--- config.mk ---
export PLATFORM = sky130hd
export DESIGN_NAME = serial_addsub
export DESIGN_NICKNAME = d
export VERILOG_FILES = /design/src/rtl/serial_addsub.sv
export SDC_FILE = /design/constraint.sdc
export NUM_CORES = 1
export LEC_CHECK = 0
export CAP_MARGIN = 0
export CORE_MARGIN = 2
export CORE_UTILIZATION = 51
export CTS_CLUSTER_SIZE = 40
export DETAILED_ROUTE_END_ITERATION = 12
export HOLD_SLACK_MARGIN = 0.12
export PLACE_DENSITY_LB_ADDON = 0.05
export SYNTH_ARGS = -nofsm -noshare
export SYNTH_HDL_FRONTEND = slang
export SYNTH_HIERARCHICAL = 1
export SYNTH_SLANG_ARGS = --single-unit
--- constraint.sdc ---
create_clock -name clk -period 1.8 [get_ports clk]
set_input_delay 0.45 -clock clk [delete_from_list [all_inputs] [get_ports clk]]
set_output_delay 0.45 -clock clk [all_outputs]
set_load 0.005 [all_outputs]
--- src/rtl/serial_addsub.sv ---
// serial_addsub: bit-serial N-bit adder/subtractor built around one AddSub1b cell,
// LSB first, with registered carry, overflow and zero flags at completion.

module AddSub1b (
    input  logic a,
    input  logic b,
    input  logic ctrl,
    input  logic ci,
    output logic s,
    output logic co
);
    logic bx;
    assign bx = b ^ ctrl;
    assign s  = a ^ bx ^ ci;
    assign co = (a & bx) | (a & ci) | (bx & ci);
endmodule

module serial_addsub #(
    parameter int N = 8
) (
    input  logic         clk,
    input  logic         rst_n,
    input  logic         Start,
    input  logic         Ctrl,
    input  logic [N-1:0] A,
    input  logic [N-1:0] B,
    output logic [N-1:0] S,
    output logic         Co,
    output logic         Overflow,
    output logic         Zero,
    output logic         Busy,
    output logic         Done
);
    localparam int CW = $clog2(N);
    typedef enum logic [1:0] {IDLE, RUN, DONE} state_t;
    state_t state, state_n;
    logic [CW-1:0] cnt;
    logic [N-1:0] a_sh, b_sh, r_sh, res;
    logic ctrl_l, carry, cmsb, cs, cco, accept, last;
    AddSub1b u_cell (.a(a_sh[0]), .b(b_sh[0]), .ctrl(ctrl_l), .ci(carry), .s(cs), .co(cco));
    assign accept = Start && state != RUN;
    assign last   = cnt == CW'(N - 1);
    assign res    = {cs, (N-1)'(r_sh >> 1)};
    assign Busy   = state == RUN;
    assign Done   = state == DONE;
    always_comb begin
        state_n = state;
        state_n = accept ? RUN : state == RUN ? (last ? DONE : RUN) : IDLE;
    end
    always_ff @(posedge clk or negedge rst_n)
        if (!rst_n) state <= IDLE;
        else        state <= state_n;
    always_ff @(posedge clk or negedge rst_n) begin
        if (!rst_n) begin
            a_sh     <= '0;
            b_sh     <= '0;
            r_sh     <= '0;
            ctrl_l   <= 1'b0;
            carry    <= 1'b0;
            cmsb     <= 1'b0;
            cnt      <= '0;
            S        <= '0;
            Co       <= 1'b0;
            Overflow <= 1'b0;
            Zero     <= 1'b0;
        end else if (accept) begin
            a_sh   <= A;
            b_sh   <= B;
            ctrl_l <= Ctrl;
            carry  <= Ctrl;
            cnt    <= '0;
        end else if (state == RUN) begin
            a_sh  <= a_sh >> 1;
            b_sh  <= b_sh >> 1;
            r_sh  <= res;
            carry <= cco;
            cnt   <= last ? '0 : cnt + CW'(1);
            // carry into the MSB position, needed for signed overflow
            if (cnt == CW'(N - 2)) cmsb <= cco;
            if (last) begin
                S        <= res;
                Co       <= cco;
                Overflow <= cmsb ^ cco;
                Zero     <= res == '0;
            end
        end
    end
endmodule

==> flow_summary.json, run 1 <==
{
  "status": "complete, no violations",
  "clk_path_buf_depth": 2,
  "netlist_instances": 165,
  "clkPwrFrac": 0.163,
  "wl_um": 3280,
  "drt-pass1-iter-count": 4,
  "fin_nets": 226,
  "placed_cell_area_um2": 2240,
  "setup_viol": 0,
  "synth_area_leaders": "dfrtp_1, mux2i_1, nand2_1",
  "cp_num_buf_inv": 2,
  "ir_drop_mv": 0.752,
  "drt_iter0_markers": 64,
  "use_met1": 0.213,
  "grt_pass1_wl_um": 5750,
  "combPwrFrac": 0.402,
  "synth.largest_area_cell": "dfrtp_1",
  "antenna_found_initial": 0,
  "synth_nets": 189,
  "drive_gt1_frac": 0.144,
  "hold_class": "flip-flop to flip-flop",
  "ys_warn_count": 6,
  "wl_per_cell_um": 13.2,
  "clk_latency_ns": 0.35,
  "grt_pass1_vias": 1283,
  "cpPeakStageDelay_ns": 0.41,
  "fp.dieW_um": 64.4,
  "cts_buffers": 5,
  "cts_sinks": 42,
  "max_slew_margin": 0.661,
  "finalHoldViolations": 0,
  "ys_seq_area_frac": 0.564,
  "worstPathCellList": "nand2b_2 > inv_2 > dlygate4sd2_1",
  "antenna_cells": 0,
  "seq_power_share": 0.435,
  "fillers": 273,
  "power.leakage_nw": 1.14,
  "end_kind": "primary output",
  "min_from": "b_sh[5]$_DFFE_PN0P_",
  "met3_usage": 0.0625,
  "p_switching_mw": 1.31,
  "grt_max_degree": 44,
  "avgSynthCellArea_um2": 11.3,
  "area_growth_pct": 25.3,
  "path_max_fanout": 3,
  "overflow": 0,
  "portBuffers": 32,
  "die_area_um2": 4150,
  "hold-worst-slack_ns": 0.492,
  "gp_congestion": 0.781,
  "dp.final_hpwl_um": 2360,
  "floorplan.initialDensity": 0.545,
  "use_met2": 0.322,
  "arrival_ns": 1.24,
  "skew_ns": 0.00915,
  "synth.top_cell.area_share": 0.564,
  "ant_nets": 0,
  "drv_slew": 0,
  "cts-htree-levels": 2,
  "r2r_start": "b_sh[0]$_DFFE_PN0P_",
  "syn_area_um2": 1860,
  "min_period_over_period": 0.938,
  "p_per_area_nw_per_um2": 1610,
  "vias_per_cell": 5.07,
  "synth_cell_types": 24,
  "core-area_um2": 3420,
  "critPathTopFamily": "flip-flops",
  "grt_busiest_layer": "met2",
  "io_pins": 33,
  "rsz0062_at_grt": "no",
  "die_y_um": 64.4,
  "synth_seq_cells": 42,
  "dr_total_vias": 1257,
  "crit_type": "flip-flop to primary output",
  "required_ns": 1.35,
  "max_freq_mhz": 592,
  "root_buffer": "clkbuf_4",
  "p_int_mw": 2.44,
  "grtUsageTotal": 0.187,
  "clk_pin_slew_ns": 0.12,
  "rows": 21,
  "critPathLaunchType": "flip-flop",
  "switching_share": 0.349,
  "final_area_um2": 2330,
  "fin_tns_setup_ns": 0,
  "cap_violations": 0,
  "crit_path_start": "state[1]$_DFF_PN0_",
  "cts_tree": "done",
  "min_period_ns": 1.69,
  "worst_pin_slew_ns": 0.509,
  "slowest_stage": "dfrtp_1",
  "drcViolationCount": 0
}
-- cells in the mapped netlist, drive strengths merged --
master,count
nand3b,2
xnor2,2
a21o,1
clkbuf,1
o21ai,19
nand3,1
nor3,1
inv,7
nor2b,1
mux2i,17
buf,7
nor2,4
fa,1
ha,3
mux2,11
dfrtp,42
nand2,41
nand2b,2
nor4,2
-- logic make-up after synthesis --
group                      Yosys count  synth area share
DFF                                 42             0.564
muxes                               28             0.170
and+or+nand+nor                     54             0.132
adders and majority gates            4            0.0309
buffers and inverters               15            0.0389
AOI/OAI and AO/OA                   20            0.0551
xor gates and xnor gates             2           0.00940
-- layout make-up --
type | instances | area [um^2] | area share
inverters | 7 | 26.3 | 0.0113
clock inverters | 1 | 30.0 | 0.0129
repair buffers | 38 | 373 | 0.160
multi-input cells | 108 | 746 | 0.319
flip-flops and latches | 42 | 1050 | 0.450
well taps | 46 | 57.6 | 0.0247
clock buffers | 6 | 51.3 | 0.0220
-- worst paths after layout --
check	cells past startpoint	end	slack [ns]
setup / recovery	3	Busy	0.11
hold / removal	2	b_sh[4]$_DFFE_PN0P_	0.49
setup reg to reg	6	Zero$_DFFE_PN0P_	0.16
hold reg to reg	2	b_sh[4]$_DFFE_PN0P_	0.49
max in group asynchronous	3	r_sh[2]$_DFFE_PN0P_	0.71
min in group asynchronous	2	cnt[0]$_DFFE_PN0P_	0.60
-- metrics by stage --
step / total power [mW] / setup WS, ns / instances / util
2_1_floorplan: 2.61 / 0.316 / 165 / -
3_3_place_gp: 3.08 / 0.169 / 240 / 0.656
3_5_place_dp: 3.19 / 0.132 / 240 / 0.656
4_1_cts: 3.81 / 0.0489 / 249 / 0.684
5_1_grt: 4.08 / 0.0157 / 248 / 0.684
6_report: 3.75 / 0.111 / 248 / 0.684
-- power groups by stage --
stage	clock network (mW)	registers (mW)	logic (mW)
after detailed placement	0	1.65	1.54
final	0.613	1.63	1.51
after CTS	0.638	1.62	1.55
after floorplan	0	1.59	1.02
after global placement	0	1.62	1.47
after global routing	0.676	1.69	1.71
-- cells in the final DEF (no fill, tap or decap), types with 2 or more instances in the layout --
cell type,synthesis,layout
dfrtp_1,42,42
nand2_1,41,41
clkdlybuf4s50_1,0,29
o21ai_0,19,19
mux2i_1,17,17
inv_1,6,6
mux2_4,6,6
mux2_2,5,5
clkbuf_4,0,5
nor2_1,4,4
buf_4,0,4
ha_1,3,3
xnor2_1,2,2
dlygate4sd2_1,0,2
-- tightest hold or removal path, cell delays in order (launching register included) --
cell and delay, ns:
dfrtp_1 0.36, nand2_1 0.05, o21ai_0 0.06
-- registers in the layout, indices dropped and copies added, names as in the netlist --
| name | flops |
|---|---|
| a_sh | 8 |
| carry | 1 |
| ctrl_l | 1 |
| S | 8 |
| Zero | 1 |
| cnt | 3 |
| r_sh | 7 |
| cmsb | 1 |
| Co | 1 |
| b_sh | 8 |
| Overflow | 1 |
| state | 2 |
-- metal layers --
layer,part of all wire,vias up
met5,0,-
met2,0.51,27
met1,0.43,608
li1,-,617
met4,0.017,0
met3,0.046,5
-- timing repair --
action	CTS	global route
hold buffers	1	0
setup endpoints to repair	2	2
cloned	0	0
endpoints found under the hold margin	20	0
gates resized for setup	2	1
setup buffers	1	0
Power figures use the tool's default switching activity.
==> run 2, diff against run 1 <==
Settings changed: CORE_UTILIZATION 51 to 46, GPL_ROUTABILITY_DRIVEN set to 0.
Clock period 1.8 ns to 1.5 ns, I/O delays scaled along.
==> run 2 against run 1 <==
  * Sequential share of layout area fell by 3.6 points
  * Critical path depth increased by 3
  * Wire length up 10%
  * First-iteration DRC count up 120%
  * Worst hold slack worse by 0.0084 ns
  * Clock-buffer cell count decreased by 1
  * Power grew 36%
  * Clock power is 73% higher
  * Worst setup slack worse by 0.066 ns
  * Die area grew 10%
  * Clock skew is 0.0046 ns higher
==> flow_summary.json, run 2 (synthesis gave the netlist of run 1 again) <==
{
  "total_power_mw": 5.11,
  "grt_max_degree": 43,
  "final_common_cell": "dfrtp_1",
  "grtUsageTotal": 0.191,
  "max_slew_margin": 0.791,
  "core-area_um2": 3940,
  "min_from": "b_sh[5]$_DFFE_PN0P_",
  "required_ns": 1.73,
  "rows": 23,
  "cts_tree": "done",
  "path_max_fanout": 3,
  "cts_buffers": 5,
  "vias_per_cell": 4.83,
  "dr_total_vias": 1298,
  "die_y_um": 67.6,
  "grt_pass1_vias": 1325,
  "clk_latency_ns": 0.30,
  "layout_setup_ws_ns": 0.0451,
  "dp.final_hpwl_um": 2450,
  "clk_pin_slew_ns": 0.09,
  "cp_num_buf_inv": 1,
  "skew_ns": 0.0137,
  "hold-worst-slack_ns": 0.484,
  "drive_gt1_frac": 0.233,
  "power.leakage_nw": 1.27,
  "area_growth_pct": 36.3,
  "finalHoldViolations": 0,
  "antenna_found_initial": 0,
  "status": "complete, no violations",
  "end_kind": "flip-flop",
  "r2r_start": "ctrl_l$_DFFE_PN0N_",
  "dp_slack_ns": -0.0764,
  "reg2reg_setup_slack_ns": 0.05,
  "drv_slew": 0,
  "min_period_over_period": 0.970,
  "setup_viol": 0,
  "root_buffer": "clkbuf_8",
  "drcViolationCount": 0,
  "slowest_stage": "fa_1",
  "drt_iter0_markers": 139,
  "antenna_cells": 0,
  "wl_per_cell_um": 13.5,
  "rsz0062_at_grt": "yes",
  "cts_sinks": 42,
  "final_util": 0.644,
  "arrival_ns": 1.68,
  "critPathLaunchType": "flip-flop",
  "die_area_um2": 4580,
  "drt-pass1-iter-count": 4,
  "fp.dieW_um": 67.6,
  "clk_path_buf_depth": 2,
  "cts-htree-levels": 2,
  "worstPathCellList": "xnor2_1 > fa_1 > inv_2 > nor4_2 > nand2_1 > o21ai_1",
  "io_pins": 33,
  "r2r-end": "Zero$_DFFE_PN0P_",
  "reg2reg_depth": 6,
  "portBuffers": 32,
  "reg_top3": "S (8), a_sh (8), b_sh (8)",
  "overflow": 0,
  "critPathTopFamily": "adder cells",
  "cap_violations": 0,
  "crit_type": "flip-flop to flip-flop",
  "p_per_area_nw_per_um2": 2010,
  "max_freq_mhz": 687,
  "fin_nets": 242,
  "grt_pass1_wl_um": 6260,
  "cpPeakStageDelay_ns": 0.50,
  "worst_pin_slew_ns": 0.311,
  "floorplan.initialDensity": 0.473,
  "wl_um": 3620,
  "ant_nets": 0,
  "hold_end": "b_sh[4]$_DFFE_PN0P_",
  "hold_depth": 2,
  "min_period_ns": 1.45,
  "hold_class": "flip-flop to flip-flop",
  "fin_tns_setup_ns": 0,
  "final_cell_mix": "dfrtp_1, nand2_1, o21ai_0, clkdlybuf4s50_1, buf_4",
  "ir_drop_mv": 0.874
}
-- run 2: worst max-delay path by stage --
stage,start,end,slack (ns),cells after the start
after floorplan,b_sh[0]$_DFFE_PN0P_,Zero$_DFFE_PN0P_,0.02,6
after global placement,b_sh[0]$_DFFE_PN0P_,Zero$_DFFE_PN0P_,-0.02,6
after detailed placement,b_sh[0]$_DFFE_PN0P_,Zero$_DFFE_PN0P_,-0.08,6
after CTS,state[1]$_DFF_PN0_,Busy,0.006,3
after global routing,ctrl_l$_DFFE_PN0N_,Zero$_DFFE_PN0P_,-0.06,6
final,ctrl_l$_DFFE_PN0N_,Zero$_DFFE_PN0P_,0.05,6
-- run 2: through the flow --
stage | cell area (um^2) | std cells
floorplan | 1860 | 165
global placement | 2310 | 251
detailed placement | 2310 | 251
CTS | 2520 | 268
global route | 2540 | 269
finish | 2540 | 269
-- run 2: area by class of cell --
cell class,count,area [um^2]
Clock buffer,5,68.8
Clock inverter,3,68.8
Fill cell,310,1400
Inverter,7,28.8
Multi-Input combinational cell,109,783
Sequential cell,42,1050
Tap cell,50,62.6
Timing Repair Buffer,53,477
-- run 2: where the power goes --
group / total, mW / switching [mW] / internal [mW]
Combinational: 2.10 / 1.02 / 1.08
Clock: 1.06 / 0.397 / 0.667
Sequential: 1.95 / 0.324 / 1.62
-- run 2: routing by layer --
metal,GRT usage,routed length [um]
met5,0,0
met4,0.0638,51
met3,0.0583,155
met2,0.333,1910
met1,0.222,1500
-- run 2: timing repair --
| action | 4_1_cts | 5_1_grt |
|---|---|---|
| buffers inserted | 7 | 1 |
| hold endpoints to repair | 42 | 0 |
| setup endpoints to repair | 20 | 8 |
| gates resized for setup | 23 | 5 |
| gates cloned | 1 | 0 |
| hold buffers | 1 | 0 |
| pin swaps | 4 | 2 |
-- run 2: worst reg2reg max path: cells and delay by family, from the launching register on --
kind / cells / cell delay [ns]
adders and majority gates: 1 / 0.50
AOI/OAI and AO/OA: 1 / 0.12
buffers and inverters: 1 / 0.05
and+or+nand+nor: 2 / 0.20
xor gates and xnor gates: 1 / 0.14
DFF: 1 / 0.40
